===== config.mk =====
export PLATFORM = sky130hd
export DESIGN_NAME = xadac_axi_ctrl_flat
export DESIGN_NICKNAME = d
export VERILOG_FILES = /design/src/rtl/xadac_axi_ctrl_if.sv /design/src/rtl/xadac_axi_ctrl.sv /design/src/flat_wrapper.sv
export SDC_FILE = /design/constraint.sdc
export NUM_CORES = 1
export LEC_CHECK = 0
export BUFFER_PORTS_ARGS = -buffer_cell sky130_fd_sc_hd__buf_2
export CELL_PAD_IN_SITES_DETAIL_PLACEMENT = 1
export CELL_PAD_IN_SITES_GLOBAL_PLACEMENT = 1
export CORE_AREA = 2 2 201 203
export CTS_BUF_LIST = sky130_fd_sc_hd__clkbuf_8
export CTS_CLUSTER_DIAMETER = 50
export DETAILED_ROUTE_END_ITERATION = 8
export DIE_AREA = 0 0 203 205
export MAX_ROUTING_LAYER = met4
export PLACE_DENSITY_LB_ADDON = 0.1
export SYNTH_ARGS = -nofsm -noshare
export SYNTH_HDL_FRONTEND = slang
export SYNTH_SLANG_ARGS = --single-unit

===== constraint.sdc =====
create_clock -name clk -period 9.68 [get_ports clk]
set_input_delay 1.936 -clock clk [delete_from_list [all_inputs] [get_ports clk]]
set_output_delay 1.936 -clock clk [all_outputs]
set_load 0.01 [all_outputs]

===== src/rtl/xadac_axi_ctrl_if.sv =====
// xadac_axi_ctrl_if: unit-side request, AXI-side AR/AW and B/R status signals of the AXI controller
interface xadac_axi_ctrl_if #(
   parameter int IdWidth   = 4,
   parameter int AddrWidth = 64
);
   logic [IdWidth-1:0]   ar_id_i, ar_id_o, aw_id_i, aw_id_o, b_id_i;
   logic [AddrWidth-1:0] ar_addr_i, ar_addr_o, aw_addr_i, aw_addr_o;
   logic                 ar_valid_i, ar_ready_o, ar_valid_o, ar_ready_i;
   logic                 aw_valid_i, aw_ready_o, aw_valid_o, aw_ready_i;
   logic                 r_fire_i, b_valid_i, b_ready_o;

   modport slave (
      input  ar_id_i, ar_addr_i, ar_valid_i, ar_ready_i,
      input  aw_id_i, aw_addr_i, aw_valid_i, aw_ready_i,
      input  r_fire_i, b_id_i, b_valid_i,
      output ar_id_o, ar_addr_o, ar_valid_o, ar_ready_o,
      output aw_id_o, aw_addr_o, aw_valid_o, aw_ready_o,
      output b_ready_o
   );

   modport master (
      output ar_id_i, ar_addr_i, ar_valid_i, ar_ready_i,
      output aw_id_i, aw_addr_i, aw_valid_i, aw_ready_i,
      output r_fire_i, b_id_i, b_valid_i,
      input  ar_id_o, ar_addr_o, ar_valid_o, ar_ready_o,
      input  aw_id_o, aw_addr_o, aw_valid_o, aw_ready_o,
      input  b_ready_o
   );
endinterface


===== src/rtl/xadac_axi_ctrl.sv =====
// xadac_axi_ctrl: read credits, write-tracking table and line-granular RAW ordering for the AXI port.
// Optional stall counters enabled by defining XADAC_AXI_CTRL_PERF_EN.
module xadac_axi_ctrl #(
   parameter int IdWidth   = 4,
   parameter int AddrWidth = 64,
   parameter int OffBits   = 4,
   parameter int NoRd      = 8,
   parameter int NoWr      = 4
) (
   input  logic                clk,
   input  logic                rstn,
   xadac_axi_ctrl_if.slave     bus,
   output logic [7:0]          rd_cnt_o,
   output logic [4:0]          wr_cnt_o,
   output logic                idle_o,
   output logic                err_o,
   output logic [31:0]         perf_raw_o,
   output logic [31:0]         perf_crd_o
);
   localparam int LW = AddrWidth - OffBits;
   localparam int IW = NoWr > 1 ? $clog2(NoWr) : 1;

   logic [7:0]         rd_cnt_q, rd_cnt_d;
   logic [NoWr-1:0]    vld_q, vld_d, b_clr;
   logic [IdWidth-1:0] id_q [NoWr];
   logic [LW-1:0]      line_q [NoWr];
   logic               err_q, err_d;
   logic               raw, rd_full, rd_stall, ar_fire, wr_full, id_hit, wr_stall, aw_fire, r_under;
   logic [IW-1:0]      free_idx;
   logic [4:0]         pop;

   // All lookups use registered table state only; same-cycle frees and allocations are invisible
   always_comb begin
      raw      = 1'b0;
      id_hit   = 1'b0;
      b_clr    = '0;
      free_idx = '0;
      pop      = '0;
      for (int i = NoWr - 1; i >= 0; i--) begin
         raw      |= vld_q[i] & (line_q[i] == bus.ar_addr_i[AddrWidth-1:OffBits]);
         id_hit   |= vld_q[i] & (id_q[i] == bus.aw_id_i);
         b_clr[i]  = vld_q[i] & bus.b_valid_i & (id_q[i] == bus.b_id_i);
         pop      += 5'(vld_q[i]);
         free_idx  = vld_q[i] ? free_idx : IW'(i);
      end
   end

   assign rd_full  = rd_cnt_q == 8'(NoRd);
   assign rd_stall = rd_full | raw;
   assign wr_full  = &vld_q;
   assign wr_stall = wr_full | id_hit;
   assign ar_fire  = bus.ar_valid_o & bus.ar_ready_i;
   assign aw_fire  = bus.aw_valid_o & bus.aw_ready_i;
   assign r_under  = bus.r_fire_i & ~ar_fire & (rd_cnt_q == 8'd0);

   assign bus.ar_id_o    = bus.ar_id_i;
   assign bus.ar_addr_o  = bus.ar_addr_i;
   assign bus.ar_valid_o = bus.ar_valid_i & ~rd_stall;
   assign bus.ar_ready_o = bus.ar_ready_i & ~rd_stall;
   assign bus.aw_id_o    = bus.aw_id_i;
   assign bus.aw_addr_o  = bus.aw_addr_i;
   assign bus.aw_valid_o = bus.aw_valid_i & ~wr_stall;
   assign bus.aw_ready_o = bus.aw_ready_i & ~wr_stall;
   assign bus.b_ready_o  = 1'b1;

   always_comb begin
      rd_cnt_d = (ar_fire & ~bus.r_fire_i) ? rd_cnt_q + 8'd1 :
                 (~ar_fire & bus.r_fire_i & ~r_under) ? rd_cnt_q - 8'd1 : rd_cnt_q;
      err_d    = err_q | r_under | (bus.b_valid_i & ~|b_clr);
      vld_d    = vld_q & ~b_clr;
      if (aw_fire) vld_d[free_idx] = 1'b1;
   end

   always_ff @(posedge clk or negedge rstn) begin
      if (!rstn) begin
         rd_cnt_q <= '0;
         vld_q    <= '0;
         err_q    <= 1'b0;
      end else begin
         rd_cnt_q <= rd_cnt_d;
         vld_q    <= vld_d;
         err_q    <= err_d;
      end
   end

   always_ff @(posedge clk) begin
      if (aw_fire) begin
         id_q[free_idx]   <= bus.aw_id_i;
         line_q[free_idx] <= bus.aw_addr_i[AddrWidth-1:OffBits];
      end
   end

   assign rd_cnt_o = rd_cnt_q;
   assign wr_cnt_o = pop;
   assign idle_o   = (rd_cnt_q == 8'd0) & (pop == 5'd0);
   assign err_o    = err_q;

`ifdef XADAC_AXI_CTRL_PERF_EN
   logic [31:0] perf_raw_q, perf_raw_d, perf_crd_q, perf_crd_d;
   logic        raw_blk, crd_blk;

   assign raw_blk = bus.ar_valid_i & raw;
   assign crd_blk = (bus.ar_valid_i & rd_full) | (bus.aw_valid_i & wr_full);

   always_comb begin
      perf_raw_d = perf_raw_q + 32'(raw_blk & ~&perf_raw_q);
      perf_crd_d = perf_crd_q + 32'(crd_blk & ~&perf_crd_q);
   end

   always_ff @(posedge clk or negedge rstn) begin
      if (!rstn) begin
         perf_raw_q <= '0;
         perf_crd_q <= '0;
      end else begin
         perf_raw_q <= perf_raw_d;
         perf_crd_q <= perf_crd_d;
      end
   end

   assign perf_raw_o = perf_raw_q;
   assign perf_crd_o = perf_crd_q;
`else
   assign perf_raw_o = '0;
   assign perf_crd_o = '0;
`endif
endmodule


===== src/flat_wrapper.sv =====
// flat-port wrapper written by rule: the top's interface ports become plain ports
module xadac_axi_ctrl_flat 
#(
   parameter int IdWidth   = 4,
   parameter int AddrWidth = 64,
   parameter int OffBits   = 4,
   parameter int NoRd      = 8,
   parameter int NoWr      = 4
)
  (clk, rstn, rd_cnt_o, wr_cnt_o, idle_o, err_o, perf_raw_o, perf_crd_o, bus_ar_id_i, bus_ar_addr_i, bus_ar_valid_i, bus_ar_ready_i, bus_aw_id_i, bus_aw_addr_i, bus_aw_valid_i, bus_aw_ready_i, bus_r_fire_i, bus_b_id_i, bus_b_valid_i, bus_ar_id_o, bus_ar_addr_o, bus_ar_valid_o, bus_ar_ready_o, bus_aw_id_o, bus_aw_addr_o, bus_aw_valid_o, bus_aw_ready_o, bus_b_ready_o);
  xadac_axi_ctrl_if #(.IdWidth(IdWidth), .AddrWidth(AddrWidth)) bus_i ();
  input  logic clk;
  input  logic rstn;
  output logic [7:0] rd_cnt_o;
  output logic [4:0] wr_cnt_o;
  output logic idle_o;
  output logic err_o;
  output logic [31:0] perf_raw_o;
  output logic [31:0] perf_crd_o;
  input wire logic [$bits(bus_i.ar_id_i)-1:0] bus_ar_id_i;
  input wire logic [$bits(bus_i.ar_addr_i)-1:0] bus_ar_addr_i;
  input wire logic [$bits(bus_i.ar_valid_i)-1:0] bus_ar_valid_i;
  input wire logic [$bits(bus_i.ar_ready_i)-1:0] bus_ar_ready_i;
  input wire logic [$bits(bus_i.aw_id_i)-1:0] bus_aw_id_i;
  input wire logic [$bits(bus_i.aw_addr_i)-1:0] bus_aw_addr_i;
  input wire logic [$bits(bus_i.aw_valid_i)-1:0] bus_aw_valid_i;
  input wire logic [$bits(bus_i.aw_ready_i)-1:0] bus_aw_ready_i;
  input wire logic [$bits(bus_i.r_fire_i)-1:0] bus_r_fire_i;
  input wire logic [$bits(bus_i.b_id_i)-1:0] bus_b_id_i;
  input wire logic [$bits(bus_i.b_valid_i)-1:0] bus_b_valid_i;
  output wire logic [$bits(bus_i.ar_id_o)-1:0] bus_ar_id_o;
  output wire logic [$bits(bus_i.ar_addr_o)-1:0] bus_ar_addr_o;
  output wire logic [$bits(bus_i.ar_valid_o)-1:0] bus_ar_valid_o;
  output wire logic [$bits(bus_i.ar_ready_o)-1:0] bus_ar_ready_o;
  output wire logic [$bits(bus_i.aw_id_o)-1:0] bus_aw_id_o;
  output wire logic [$bits(bus_i.aw_addr_o)-1:0] bus_aw_addr_o;
  output wire logic [$bits(bus_i.aw_valid_o)-1:0] bus_aw_valid_o;
  output wire logic [$bits(bus_i.aw_ready_o)-1:0] bus_aw_ready_o;
  output wire logic [$bits(bus_i.b_ready_o)-1:0] bus_b_ready_o;
  assign bus_i.ar_id_i = bus_ar_id_i;
  assign bus_i.ar_addr_i = bus_ar_addr_i;
  assign bus_i.ar_valid_i = bus_ar_valid_i;
  assign bus_i.ar_ready_i = bus_ar_ready_i;
  assign bus_i.aw_id_i = bus_aw_id_i;
  assign bus_i.aw_addr_i = bus_aw_addr_i;
  assign bus_i.aw_valid_i = bus_aw_valid_i;
  assign bus_i.aw_ready_i = bus_aw_ready_i;
  assign bus_i.r_fire_i = bus_r_fire_i;
  assign bus_i.b_id_i = bus_b_id_i;
  assign bus_i.b_valid_i = bus_b_valid_i;
  assign bus_ar_id_o = bus_i.ar_id_o;
  assign bus_ar_addr_o = bus_i.ar_addr_o;
  assign bus_ar_valid_o = bus_i.ar_valid_o;
  assign bus_ar_ready_o = bus_i.ar_ready_o;
  assign bus_aw_id_o = bus_i.aw_id_o;
  assign bus_aw_addr_o = bus_i.aw_addr_o;
  assign bus_aw_valid_o = bus_i.aw_valid_o;
  assign bus_aw_ready_o = bus_i.aw_ready_o;
  assign bus_b_ready_o = bus_i.b_ready_o;
  xadac_axi_ctrl #(.IdWidth(IdWidth), .AddrWidth(AddrWidth), .OffBits(OffBits), .NoRd(NoRd), .NoWr(NoWr)) u_core (.clk(clk), .rstn(rstn), .bus(bus_i), .rd_cnt_o(rd_cnt_o), .wr_cnt_o(wr_cnt_o), .idle_o(idle_o), .err_o(err_o), .perf_raw_o(perf_raw_o), .perf_crd_o(perf_crd_o));
endmodule

==> impl_metrics.py <==
metrics = {
    "logic_synthesis": {
        "synth.yosys.seq_area_share_pct": 58.7,
        "synthDistinctLibCells": 61,
        "synth_common_cells": "edfxtp_1 (256), buf_4 (203), xnor2_1 (132)",
        "yosys.area_share.adder_pct": 1.12,
        "synth.largest_area_cell": "edfxtp_1",
        "synthCells": 1031,
        "synthArstFlopShare_pct": 4.83,
        "synth_edf_count": 256,
        "synth_top_area_share_pct": 56.3,
        "yosys-mux-area-fraction_pct": 0.440,
        "synthSimpleGateAreaFrac_pct": 8.94,
        "yosysWarnings": 0,
        "synth_area_sq_um": 13700,
        "netlist_top_cells_area": "edfxtp_1 (56%), buf_4 (11%), xnor2_1 (8.5%), xor2_1 (4.1%), dfrtp_1 (2.4%)",
        "post-synth-top-count-cell": "edfxtp_1",
        "synth_flop_cell": "edfxtp_1",
        "syn_area_per_cell_sq_um": 13.2,
        "synth_top_family_by_area": "buffers and inverters",
        "synth-xor-area-share_pct": 12.6,
        "ys_ff_latch": 269,
        "synth_compound_area_share_pct": 5.45,
    },
    "sta": {
        "finalSetupTns_ns": 0,
        "fmax_ghz": 0.160,
        "worstMarginPinSlew_ns": 1.11,
        "fin_crit_sh_pct": 64.7,
        "finalSetupViolCount": 0,
        "hold_violations": 0,
        "fin_hold_ws_ns": 0.498,
        "fin_skew_ns": 0.0287,
        "rsz0062_at_grt": "false",
        "max-slew-margin-rel_pct": 26.1,
        "finalMaxSlewViolations": 0,
        "fin_crit_ns": 6.26,
    },
    "power_and_ir_drop": {
        "clkPwrFrac_pct": 31.3,
        "switching_share_pct": 30.5,
        "ir_drop_mv": 0.100,
        "p_sw_mw": 0.979,
        "p_leak_nw": 5.77,
        "seqPwrFrac_pct": 47.7,
        "pwr-share-comb_pct": 20.9,
        "p_per_area_nw_per_um2": 209,
        "internal-power_mw": 2.23,
    },
    "clocking": {
        "clock_path_buffers": 3,
        "cts.hold.buffers_added": 0,
        "path_clk_slew_ns": 0.05,
        "post_cts_buffers": 0,
        "cts_sinks": 269,
        "cts-root-buf": "clkbuf_8",
        "cts_tree": "built",
        "cts_htree_levels": 2,
        "cts_buffers": 49,
        "clk_latency_ns": 0.57,
        "cts_resized": 0,
    },
    "floorplan": {
        "die_h_um": 205,
        "die_x_um": 203,
        "core-area_sq_um": 39400,
        "start_util_pct": 34.7,
        "ioPinCount": 368,
        "rows": 73,
        "die_area_sq_um": 41600,
    },
    "detailed_routing": {
        "dr.max_layer_used": "met4",
        "routedWlPerCell_um": 23.8,
        "routed-wl-met2_um": 20200,
        "num_vias": 8378,
        "avgViaCountPerCell": 4.72,
        "first_iter_violations": 357,
        "drtPass1Iterations": 5,
        "drt-total-wl_um": 42200,
        "wl_met3_um": 2240,
        "drc": 0,
        "drt-met1-wl_um": 18300,
        "ant_nets": 0,
    },
    "setup_path": {
        "required_ns": 7.74,
        "arrival_ns": 4.33,
        "end_kind": "output port",
        "crit_type": "in2out",
        "path_max_fanout": 6,
        "startpoint_type": "primary input",
    },
    "min_path": {
        "hp-class": "reg2reg",
    },
    "placement": {
        "numPortBuffers": 276,
        "place.gp.congestion": 0.916,
        "post_dp_cell_area_sq_um": 14400,
        "dp_hpwl_um": 32100,
    },
    "global_routing": {
        "grt_pass1_wl_um": 58700,
        "antenna_found_initial": 0,
        "grt_remaining_overflow": 0,
        "grt_max_degree": 65,
        "grt.total_usage_pct": 20.5,
        "first_global_vias": 8351,
    },
    "flow_run": {
        "maxCapViolCount": 0,
    },
    "final_layout": {
        "nNetsFinal": 1372,
        "synthToLayoutAreaGrowth_pct": 12.3,
        "final_layout_size_suffix_gt1_share_pct": 29.1,
        "stdcell_area_sq_um": 15300,
        "fillers": 4300,
    },
    "run_status": {
        "outcome": "finished, final reports clean",
    },
}
[metrics by stage]
step / std cells / power (mW) / utilization (%) / worst slack (ns)
2_1_floorplan: 1096 / 1.99 / - / 1.55
3_3_place_gp: 1687 / 2.23 / 36.7 / 3.38
3_5_place_dp: 1687 / 2.24 / 36.7 / 3.22
4_1_cts: 1773 / 3.25 / 38.9 / 3.45
5_1_grt: 1773 / 3.36 / 38.9 / 3.36
6_report: 1774 / 3.21 / 39.0 / 3.42
[layer usage]
layer	vias up	global-route usage, %
li1	3809	-
met1	4181	26.0
met2	315	33.1
met3	73	3.50
met4	0	7.30
met5	-	-
[registers in the layout, indices dropped and copies added, names as in the netlist]
register         flops
u_core.vld_q         4
u_core.rd_cnt_o      8
u_core.line_q      240
u_core.err_o         1
u_core.id_q         16
[cell type report]
class | instances | area (sq um) | area share (%)
well taps | 525 | 657 | 4.28
diodes | 1 | 2.50 | 0.0163
multi-input cells | 565 | 4180 | 27.3
flip-flops and latches | 269 | 8010 | 52.3
inverters | 48 | 180 | 1.17
repair buffers | 280 | 1410 | 9.20
clock buffers | 50 | 688 | 4.49
clock inverters | 36 | 203 | 1.32
[critical path: stages]
cell     delay, ns
buf_2         0.16
xnor2_1       0.42
nand4_1       0.27
nor4_1        0.59
nand4_1       0.19
o22ai_2       0.33
nor2_1        0.11
and3_1        0.18
buf_2         0.13
[power by group through the flow]
stage | combinational (mW) | sequential (mW) | clock [mW]
6_report | 0.671 | 1.53 | 1.00
5_1_grt | 0.736 | 1.54 | 1.08
4_1_cts | 0.686 | 1.53 | 1.03
3_5_place_dp | 0.683 | 1.55 | 0
3_3_place_gp | 0.677 | 1.55 | 0
2_1_floorplan | 0.445 | 1.54 | 0
[worst paths after layout]
check                                startpoint                 end  slack, ns  cells past startpoint
min                                u_core.err_o        u_core.err_o       0.50                      2
max in group asynchronous                  rstn     u_core.vld_q[1]       8.16                      1
min in group asynchronous                  rstn  u_core.rd_cnt_o[5]       1.25                      1
max                           bus_ar_addr_i[38]      bus_ar_valid_o       3.42                      9
min reg2reg                        u_core.err_o        u_core.err_o       0.50                      2
max reg2reg                u_core.line_q[3][34]  u_core.rd_cnt_o[7]       4.95                     17
[layout by cell type, fill, tap and decap left out, types with 5 or more instances in the layout]
cell type,n
buf_2,276
edfxtp_1,256
xnor2_1,132
inv_1,72
conb_1,67
xor2_1,64
clkbuf_8,50
nor2b_1,40
nand4_1,39
nand2b_1,30
nor4_1,21
nor2_1,16
nand2_1,14
dfrtp_1,13
nor3_1,10
o22ai_1,10
ha_1,9
o2111ai_1,8
nand3_1,7
o21ai_0,6
a2111oi_0,6
a2111o_1,6
clkinv_1,6
a21oi_1,5
[cells by family after synthesis]
kind of cell | after synthesis
fa+ha+maj | 11
flops | 269
mux | 4
xor+xnor | 196
other cells | 2
simple gates | 203
compound gates | 84
buf+inv | 262
No activity file was read; power rests on OpenSTA's default activity.
